File: src/rtl/cacheline_adaptor.sv
// cacheline_adaptor: turns one line-granular read/write request from the cache
// arbiter into a fixed-length burst (BURST_LEN beats of BURST_WIDTH bits) on the
// physical memory interface. One transaction in flight, no queuing.
// Optional performance counters are compiled in with CACHELINE_ADAPTOR_PERF_EN.
module cacheline_adaptor #(
    parameter int LINE_WIDTH  = 256,
    parameter int BURST_WIDTH = 64,
    parameter int BURST_LEN   = LINE_WIDTH / BURST_WIDTH,
    parameter int OFFSET_BITS = 5
) (
    input  logic                   clk,
    input  logic                   rst,
    // arbiter side
    input  logic [LINE_WIDTH-1:0]  line_i,
    output logic [LINE_WIDTH-1:0]  line_o,
    input  logic [31:0]            address_i,
    input  logic                   read_i,
    input  logic                   write_i,
    output logic                   resp_o,
    // memory side
    input  logic [BURST_WIDTH-1:0] burst_i,
    output logic [BURST_WIDTH-1:0] burst_o,
    output logic [31:0]            address_o,
    output logic                   read_o,
    output logic                   write_o,
    input  logic                   resp_i
`ifdef CACHELINE_ADAPTOR_PERF_EN
   ,output logic [31:0]            perf_reads_o,
    output logic [31:0]            perf_writes_o,
    output logic [31:0]            perf_stall_o
`endif
);

    localparam int CNT_W = (BURST_LEN > 1) ? $clog2(BURST_LEN) : 1;

    typedef enum logic [1:0] {IDLE, READ, WRITE, DONE} state_t;

    state_t                                state, state_nxt;
    logic [CNT_W-1:0]                      cnt;
    logic [BURST_LEN-1:0][BURST_WIDTH-1:0] rbuf;   // read line, beat-indexed
    logic [BURST_LEN-1:0][BURST_WIDTH-1:0] wbuf;   // write line captured at accept
    logic [31:0]                           addr;
    logic                                  last_beat;
    logic                                  unused_offset;

    // Offset bits are discarded by the line alignment.
    assign unused_offset = ^address_i[OFFSET_BITS-1:0];

    // Beat on the wire this cycle is the final one of the burst.
    assign last_beat = resp_i && (cnt == CNT_W'(BURST_LEN - 1));

    // Read data is exposed continuously; the arbiter samples it only at resp_o.
    assign line_o = rbuf;

    // State register.
    always_ff @(posedge clk or posedge rst) begin
        if (rst) state <= IDLE;
        else     state <= state_nxt;
    end

    // Next state and all burst/handshake outputs, decoded from the state.
    always_comb begin
        state_nxt = state;
        read_o    = 1'b0;
        write_o   = 1'b0;
        resp_o    = 1'b0;
        address_o = '0;
        burst_o   = '0;
        case (state)
            IDLE: begin
                // Writes win if both are raised.
                if (write_i)     state_nxt = WRITE;
                else if (read_i) state_nxt = READ;
            end
            READ: begin
                read_o    = 1'b1;
                address_o = addr;
                if (last_beat) state_nxt = DONE;
            end
            WRITE: begin
                write_o   = 1'b1;
                address_o = addr;
                burst_o   = wbuf[cnt];
                if (last_beat) state_nxt = DONE;
            end
            DONE: begin
                resp_o    = 1'b1;
                state_nxt = IDLE;
            end
            default: state_nxt = IDLE;
        endcase
    end

    // Request capture, beat counter and read-line assembly.
    always_ff @(posedge clk or posedge rst) begin
        if (rst) begin
            cnt  <= '0;
            addr <= '0;
            rbuf <= '0;
            wbuf <= '0;
        end else begin
            case (state)
                IDLE: begin
                    if (write_i || read_i) begin
                        addr <= {address_i[31:OFFSET_BITS], {OFFSET_BITS{1'b0}}};
                        cnt  <= '0;
                    end
                    if (write_i) wbuf <= line_i;
                end
                READ: begin
                    if (resp_i) begin
                        rbuf[cnt] <= burst_i;
                        cnt       <= last_beat ? '0 : cnt + CNT_W'(1);
                    end
                end
                WRITE: begin
                    if (resp_i) cnt <= last_beat ? '0 : cnt + CNT_W'(1);
                end
                default: ;
            endcase
        end
    end

`ifdef CACHELINE_ADAPTOR_PERF_EN
    // Saturating transaction and stall counters.
    always_ff @(posedge clk or posedge rst) begin
        if (rst) begin
            perf_reads_o  <= '0;
            perf_writes_o <= '0;
            perf_stall_o  <= '0;
        end else begin
            if (state == READ && last_beat && perf_reads_o != '1)
                perf_reads_o <= perf_reads_o + 32'd1;
            if (state == WRITE && last_beat && perf_writes_o != '1)
                perf_writes_o <= perf_writes_o + 32'd1;
            if ((state == READ || state == WRITE) && !resp_i && perf_stall_o != '1)
                perf_stall_o <= perf_stall_o + 32'd1;
        end
    end
`endif

endmodule
File: config.mk
export PLATFORM = sky130hd
export DESIGN_NAME = cacheline_adaptor
export DESIGN_NICKNAME = d
export VERILOG_FILES = /design/src/rtl/cacheline_adaptor.sv
export SDC_FILE = /design/constraint.sdc
export NUM_CORES = 1
export LEC_CHECK = 0
export ABC_AREA = 1
export CAP_MARGIN = 20
export CORE_AREA = 2 2 277 279
export CTS_CLUSTER_SIZE = 40
export DETAILED_ROUTE_END_ITERATION = 8
export DIE_AREA = 0 0 279 281
export GPL_TIMING_DRIVEN = 0
export SLEW_MARGIN = 20
export SYNTH_ARGS = -nofsm -noshare
export SYNTH_HDL_FRONTEND = slang
export SYNTH_SLANG_ARGS = --single-unit
File: constraint.sdc
create_clock -name clk -period 23.4 [get_ports clk]
set_input_delay 4.68 -clock clk [delete_from_list [all_inputs] [get_ports clk]]
set_output_delay 4.68 -clock clk [all_outputs]
set_load 0.01 [all_outputs]
==> Word-level counts from Yosys, hierarchy flattened <==
Cells that the tools add are included.
{ "word_totals": {"regBits": 543, "inputBits": 357, "output_inout_bits": 355, "wordCells": 51} }
{ "op_classes": {"reduce_logical": 11, "muxes": 18, "add_sub_neg": 1, "eq_ne": 8, "order_cmp": 2} }
{ "ops": {"columns": ["cell", "count"], "rows": [
  ["256-bit bitwise mux", 1],
  ["64-bit two-way mux", 3],
  ["64-bit binary-select mux with 2-bit select", 1],
  ["64-bit demux with 2-bit select", 1],
  ["32-bit two-way mux", 1],
  ["2-bit two-way mux", 6],
  ["2-bit AND reduction", 4],
  ["2-bit equality test, second input constant", 3],
  ["2-bit one-hot mux with 3 select lines", 1],
  ["2-bit by 1-bit inequality test with 1-bit output, second input constant", 2],
  ["2-bit one-hot mux with 2 select lines", 1],
  ["2-bit by 3-bit < comparator with 1-bit output, second input constant", 1],
  ["1-bit two-way mux", 3],
  ["3-bit inequality test, second input constant", 1],
  ["3-bit AND reduction", 1],
  ["2-bit by 1-bit adder with 2-bit output, second input constant", 1],
  ["2-bit by 1-bit equality test with 1-bit output, second input constant", 1],
  ["2-bit by 1-bit >= comparator with 1-bit output, second input constant", 1],
  ["1-bit logical AND", 2],
  ["2-bit zero test", 1],
  ["2-bit inequality test, second input constant", 1],
  ["2-bit nonzero test", 1],
  ["2-bit OR reduction", 1],
  ["1-bit logical OR", 1]
]} }

==> Longest topological paths before layout <==
{ "logic_depth": {"depth_word": 5, "ltp_mapped": 10, "mapped_depth_nobuf": 7} }

==> Worst setup path before layout <==
OpenSTA, ideal clock, no wires.
{ "synth_path": {"kind": "register -> output", "start": "register state[0]", "end": "output address_o[14]", "arrival_ps": 1265, "setup_slack_ps": 17455, "stages_incl_launch_ff": 7, "n_path_buf": 2, "required_time_ps": 18720, "path_cell_list": "dfrtp_1 > inv_1 > ha_1 > buf_2 > buf_2 > nand2_1 > inv_1"} }
{ "synth_between": {"elab_chain_cells": 3, "word_cells_on_any_way": 4, "classes_between": "eq/ne (2); mux (1); reduce/logical (1)"} }
{ "synth_rtl": {"columns": ["element", "line_no", "rtl"], "rows": [
  ["from (decl)", "38", "state_t state, state_nxt;"],
  ["from (signal assigned)", "58", "else state <= state_nxt;"],
  ["2-bit equality test or 2-bit by 1-bit equality test with 1-bit output (tied branches)", "69", "case (state)"],
  ["2-bit OR reduction (no source line) (*)", null, null],
  ["32-bit two-way mux (*)", "69", null],
  ["to (decl)", "23", "output logic [31:0] address_o,"]
]} }
Every way passes the cells marked *; elsewhere a longest branch is shown, timed or not.

==> Worst setup path in the final report <==
{ "layout_path": {"start": "register cnt[0]", "end": "output burst_o[57]"} }
{ "layout_between": {"elab_chain_cells": 3} }
{ "layout_rtl": {"columns": ["element", "line_no", "rtl"], "rows": [
  ["from (decl)", "39", "logic [CNT_W-1:0] cnt;"],
  ["from (signal assigned)", "113", "cnt <= last_beat ? '0 : cnt + CNT_W'(1);"],
  ["from (signal assigned)", "117", "if (resp_i) cnt <= last_beat ? '0 : cnt + CNT_W'(1);"],
  ["64-bit binary-select mux with 2-bit select", "83", "burst_o = wbuf[cnt];"],
  ["64-bit two-way mux (not written as such)", "83", null],
  ["64-bit two-way mux", "69", null],
  ["to (decl)", "22", "output logic [BURST_WIDTH-1:0] burst_o,"]
]} }
No other way between the ends. The select of a mux whose other input is x is not followed.

==> flow_summary_export.csv <==
group,metric,value,unit
floorplanning,ios,712,
yosys,synthCells,2693,
yosys,avgSynthCellArea,8.74,um^2
flow_run,maxCapViolCount,0,
yosys,netlist_area,23500,um^2
yosys,synth-seq-cells,543,
routing,wire_per_inst,21.1,um
clock_network,tritoncts,"built",
clock_network,cts-root-buf,"clkbuf_16",
place,dpl_cell_area,32000,um^2
routing,met3_length,6650,um
grt,grt.total_usage,23.9,%
clock_network,clkSinkCount,543,
routing,wl_met2,46200,um
cells_and_area,fillers,7493,
sta,finClkSkew,0.0257,ns
yosys,synth_edf_count,0,
yosys,synth_area_leaders,"dfrtp_1 (58%), nand2_1 (9.3%), a21oi_1 (6.8%), inv_1 (6.1%), nor2_1 (4.1%)",
cells_and_area,fin_nets,3832,
sta,worstMarginPinSlew,0.714,ns
power,power.total,0.00448,W
sta,slew_violations,0,
yosys,yosysTopAreaCellShare,57.7,%
yosys,yosys.cell_types.count,20,
sta,slew_headroom,52.4,%
routing,drt-pass1-iter-count,8,
yosys,synth_xor_area_share,0,%
sta,fin_crit,7.65,ns
grt,antenna_found_initial,25,
grt,grt_pass1_vias,21200,
sta,tns,0,ns
cells_and_area,drive_above_1_share,9.32,%
sta,fmax,0.131,GHz
clock_network,clkTransAtPathRegs,0.06,ns
yosys,synthTopCellsByCount,"nand2_1 (583), dfrtp_1 (543), inv_1 (380)",
sta,finalHoldViolCount,0,
critical_path,required,18.72,ns
sta,setup_viol,0,
clock_network,clk_latency,0.65,ns
critical_path,worstPathArrival,2.97,ns
yosys,synth_top_family_by_area,"simple AND/OR/NAND/NOR gates",
routing,viasPerCell,4.64,
critical_path,worstSetupPathType,"flip-flop to primary output",
yosys,synth_top_cell_by_area,"dfrtp_1",
clock_network,cts_resized,0,
place,dp_hpwl,73600,um
sta,fin_ws,15.75,ns
cells_and_area,regArea,13600,um^2
yosys,async_flop_share,100,%
floorplanning,core_area,75400,um^2
floorplanning,dieArea,78400,um^2
critical_path,r2r-end,"line_o[87]",
power,leakagePower,16.5,nW
clock_network,cts_max_path_buffers,3,
cells_and_area,syn2layout_area_growth,45.1,%
yosys,synth.area.mux_share,0,%
clock_network,cts_hold_buffers,0,
sta,period_share,32.7,%
cells_and_area,final_design_area_no_fill,34200,um^2
yosys,synthAdderAreaFrac,0.478,%
critical_path,cp-start-kind,"flip-flop",
routing,routed_wl,95200,um
place,io_buffer_count,701,
sta,rsz0062_at_grt,"false",
grt,grt_first_pass_wirelength,139000,um
yosys,synth-simple-area-share,16.4,%
routing,drt-met1-wl,39000,um
yosys,yosysSeqAreaShare,57.7,%
clock_network,h-tree-depth,2,
floorplanning,fp.dieH,281,um
routing,num_vias,20900,
yosys,synth-compound-area-share,13.9,%
worst_hold_path,min_path_cells,2,
critical_path,path_max_fanout,10,
clock_network,cts_inserted_buffers,60,
yosys,synthFlopType,"dfrtp_1",
routing,drc,0,
routing,routed.top_layer,"met5",
yosys,synth_warnings,0,
clock_network,cts_setup_buffers,0,
power,max-vdd-ir-drop,69.8,uV
routing,antenna_left,0,
critical_path,r2r_slack,21.11,ns
critical_path,critPathLaunch,"cnt[0]",
critical_path,ff2ff_path_depth,8,
critical_path,cp-end-kind,"primary output",
cells_and_area,multi_input_area,7250,um^2
worst_hold_path,hp-class,"flip-flop to flip-flop",
worst_hold_path,min_from,"line_o[136]",
floorplanning,die_x,279,um
yosys,yosysMostFrequentCell,"nand2_1",
routing,initialDrtViolationCount,1219,
floorplanning,initial_core_util,31.2,%
worst_hold_path,holdPathEnd,"line_o[136]",
place,pre_cts_ws,16.31,ns
grt,grt_max_degree,103,
grt,gr-total-overflow,0,
run_status,status,"completed",
critical_path,rr_startpoint,"cnt[1]",
floorplanning,row_count,101,
place,place_congestion,0.868,
power,power_density,131,nW/um^2
## worst max path at each step
stage | end | slack (ns) | cells after the start
detailed placement | burst_o[12] | 16.31 | 6
global placement | line_o[220] | -3.84 | 2
global route | burst_o[12] | 15.50 | 6
floorplan | addr[10] | 3.54 | 1
CTS | burst_o[12] | 15.61 | 6
finish | burst_o[57] | 15.75 | 7
## report_power, final
part / switching, W / leakage, nW / internal [W] / total (W)
clock: 0.000413 / 1.07 / 0.000623 / 0.00104
sequential: 0.000164 / 6.48 / 0.00134 / 0.00150
combinational: 0.00109 / 8.95 / 0.000851 / 0.00195
## through the flow
step | instances | utilization, % | hold WS, ns
6_report | 4505 | 45.3 | 0.478
5_1_grt | 4501 | 45.3 | 0.496
4_1_cts | 4496 | 45.3 | 0.483
3_5_place_dp | 4382 | 42.4 | 0.467
3_3_place_gp | 4376 | 42.2 | 0.464
2_1_floorplan | 2697 | - | 0.453
## layout by cell type, fill, tap and decap left out, types with 2 or more instances in the layout
master	instances
inv_2	2
a21oi_1	321
buf_4	15
inv_16	2
ha_1	9
nor2_1	258
bufinv_16	10
clkbuf_8	10
conb_1	5
clkbuf_16	61
nand3_2	3
buf_16	6
inv_1	379
buf_6	65
nand3_1	132
dfrtp_1	543
clkinv_2	13
diode_2	9
o21ai_0	145
clkbuf_1	33
buf_2	72
clkdlybuf4s50_1	701
clkinv_4	4
nand2_1	583
o21ai_2	61
o21ai_1	79
## cell type report
cell class	instances	area share, %
antenna	9	0.0659
buffer	174	3.77
clock buffer	83	5.00
clock inverter	31	1.34
inverter	382	4.22
multi-input combinational	1598	21.2
sequential	543	39.8
tap	978	3.58
timing repair buffer	707	21.0
## per-layer routing
layer	up-vias	global-route usage (%)
li1	9967	-
met1	10100	29.2
met2	647	40.6
met3	184	6.68
met4	36	7.87
met5	-	0
## sequential cells by signal, indices dropped and copies added, names as in the netlist
register and count:
line_o 256, wbuf 256, addr 27, cnt 2, state 2
## critical path, stage by stage, from the launching register on
cell and delay, ns:
dfrtp_1 0.40, buf_2 0.20, buf_2 0.25, buf_2 0.26, nand2_1 0.10, nand3_1 0.15
a21oi_1 0.36, clkdlybuf4s50_1 0.62
## logic make-up (layout without fill, tap and decap cells)
family | after synthesis | count (layout)
simple gates | 978 | 978
buf+inv | 556 | 1377
fa+ha+maj | 9 | 9
flops | 543 | 543
compound gates | 606 | 606
other cells | 1 | 14
Note: power is estimated with default switching activity, not from simulation.
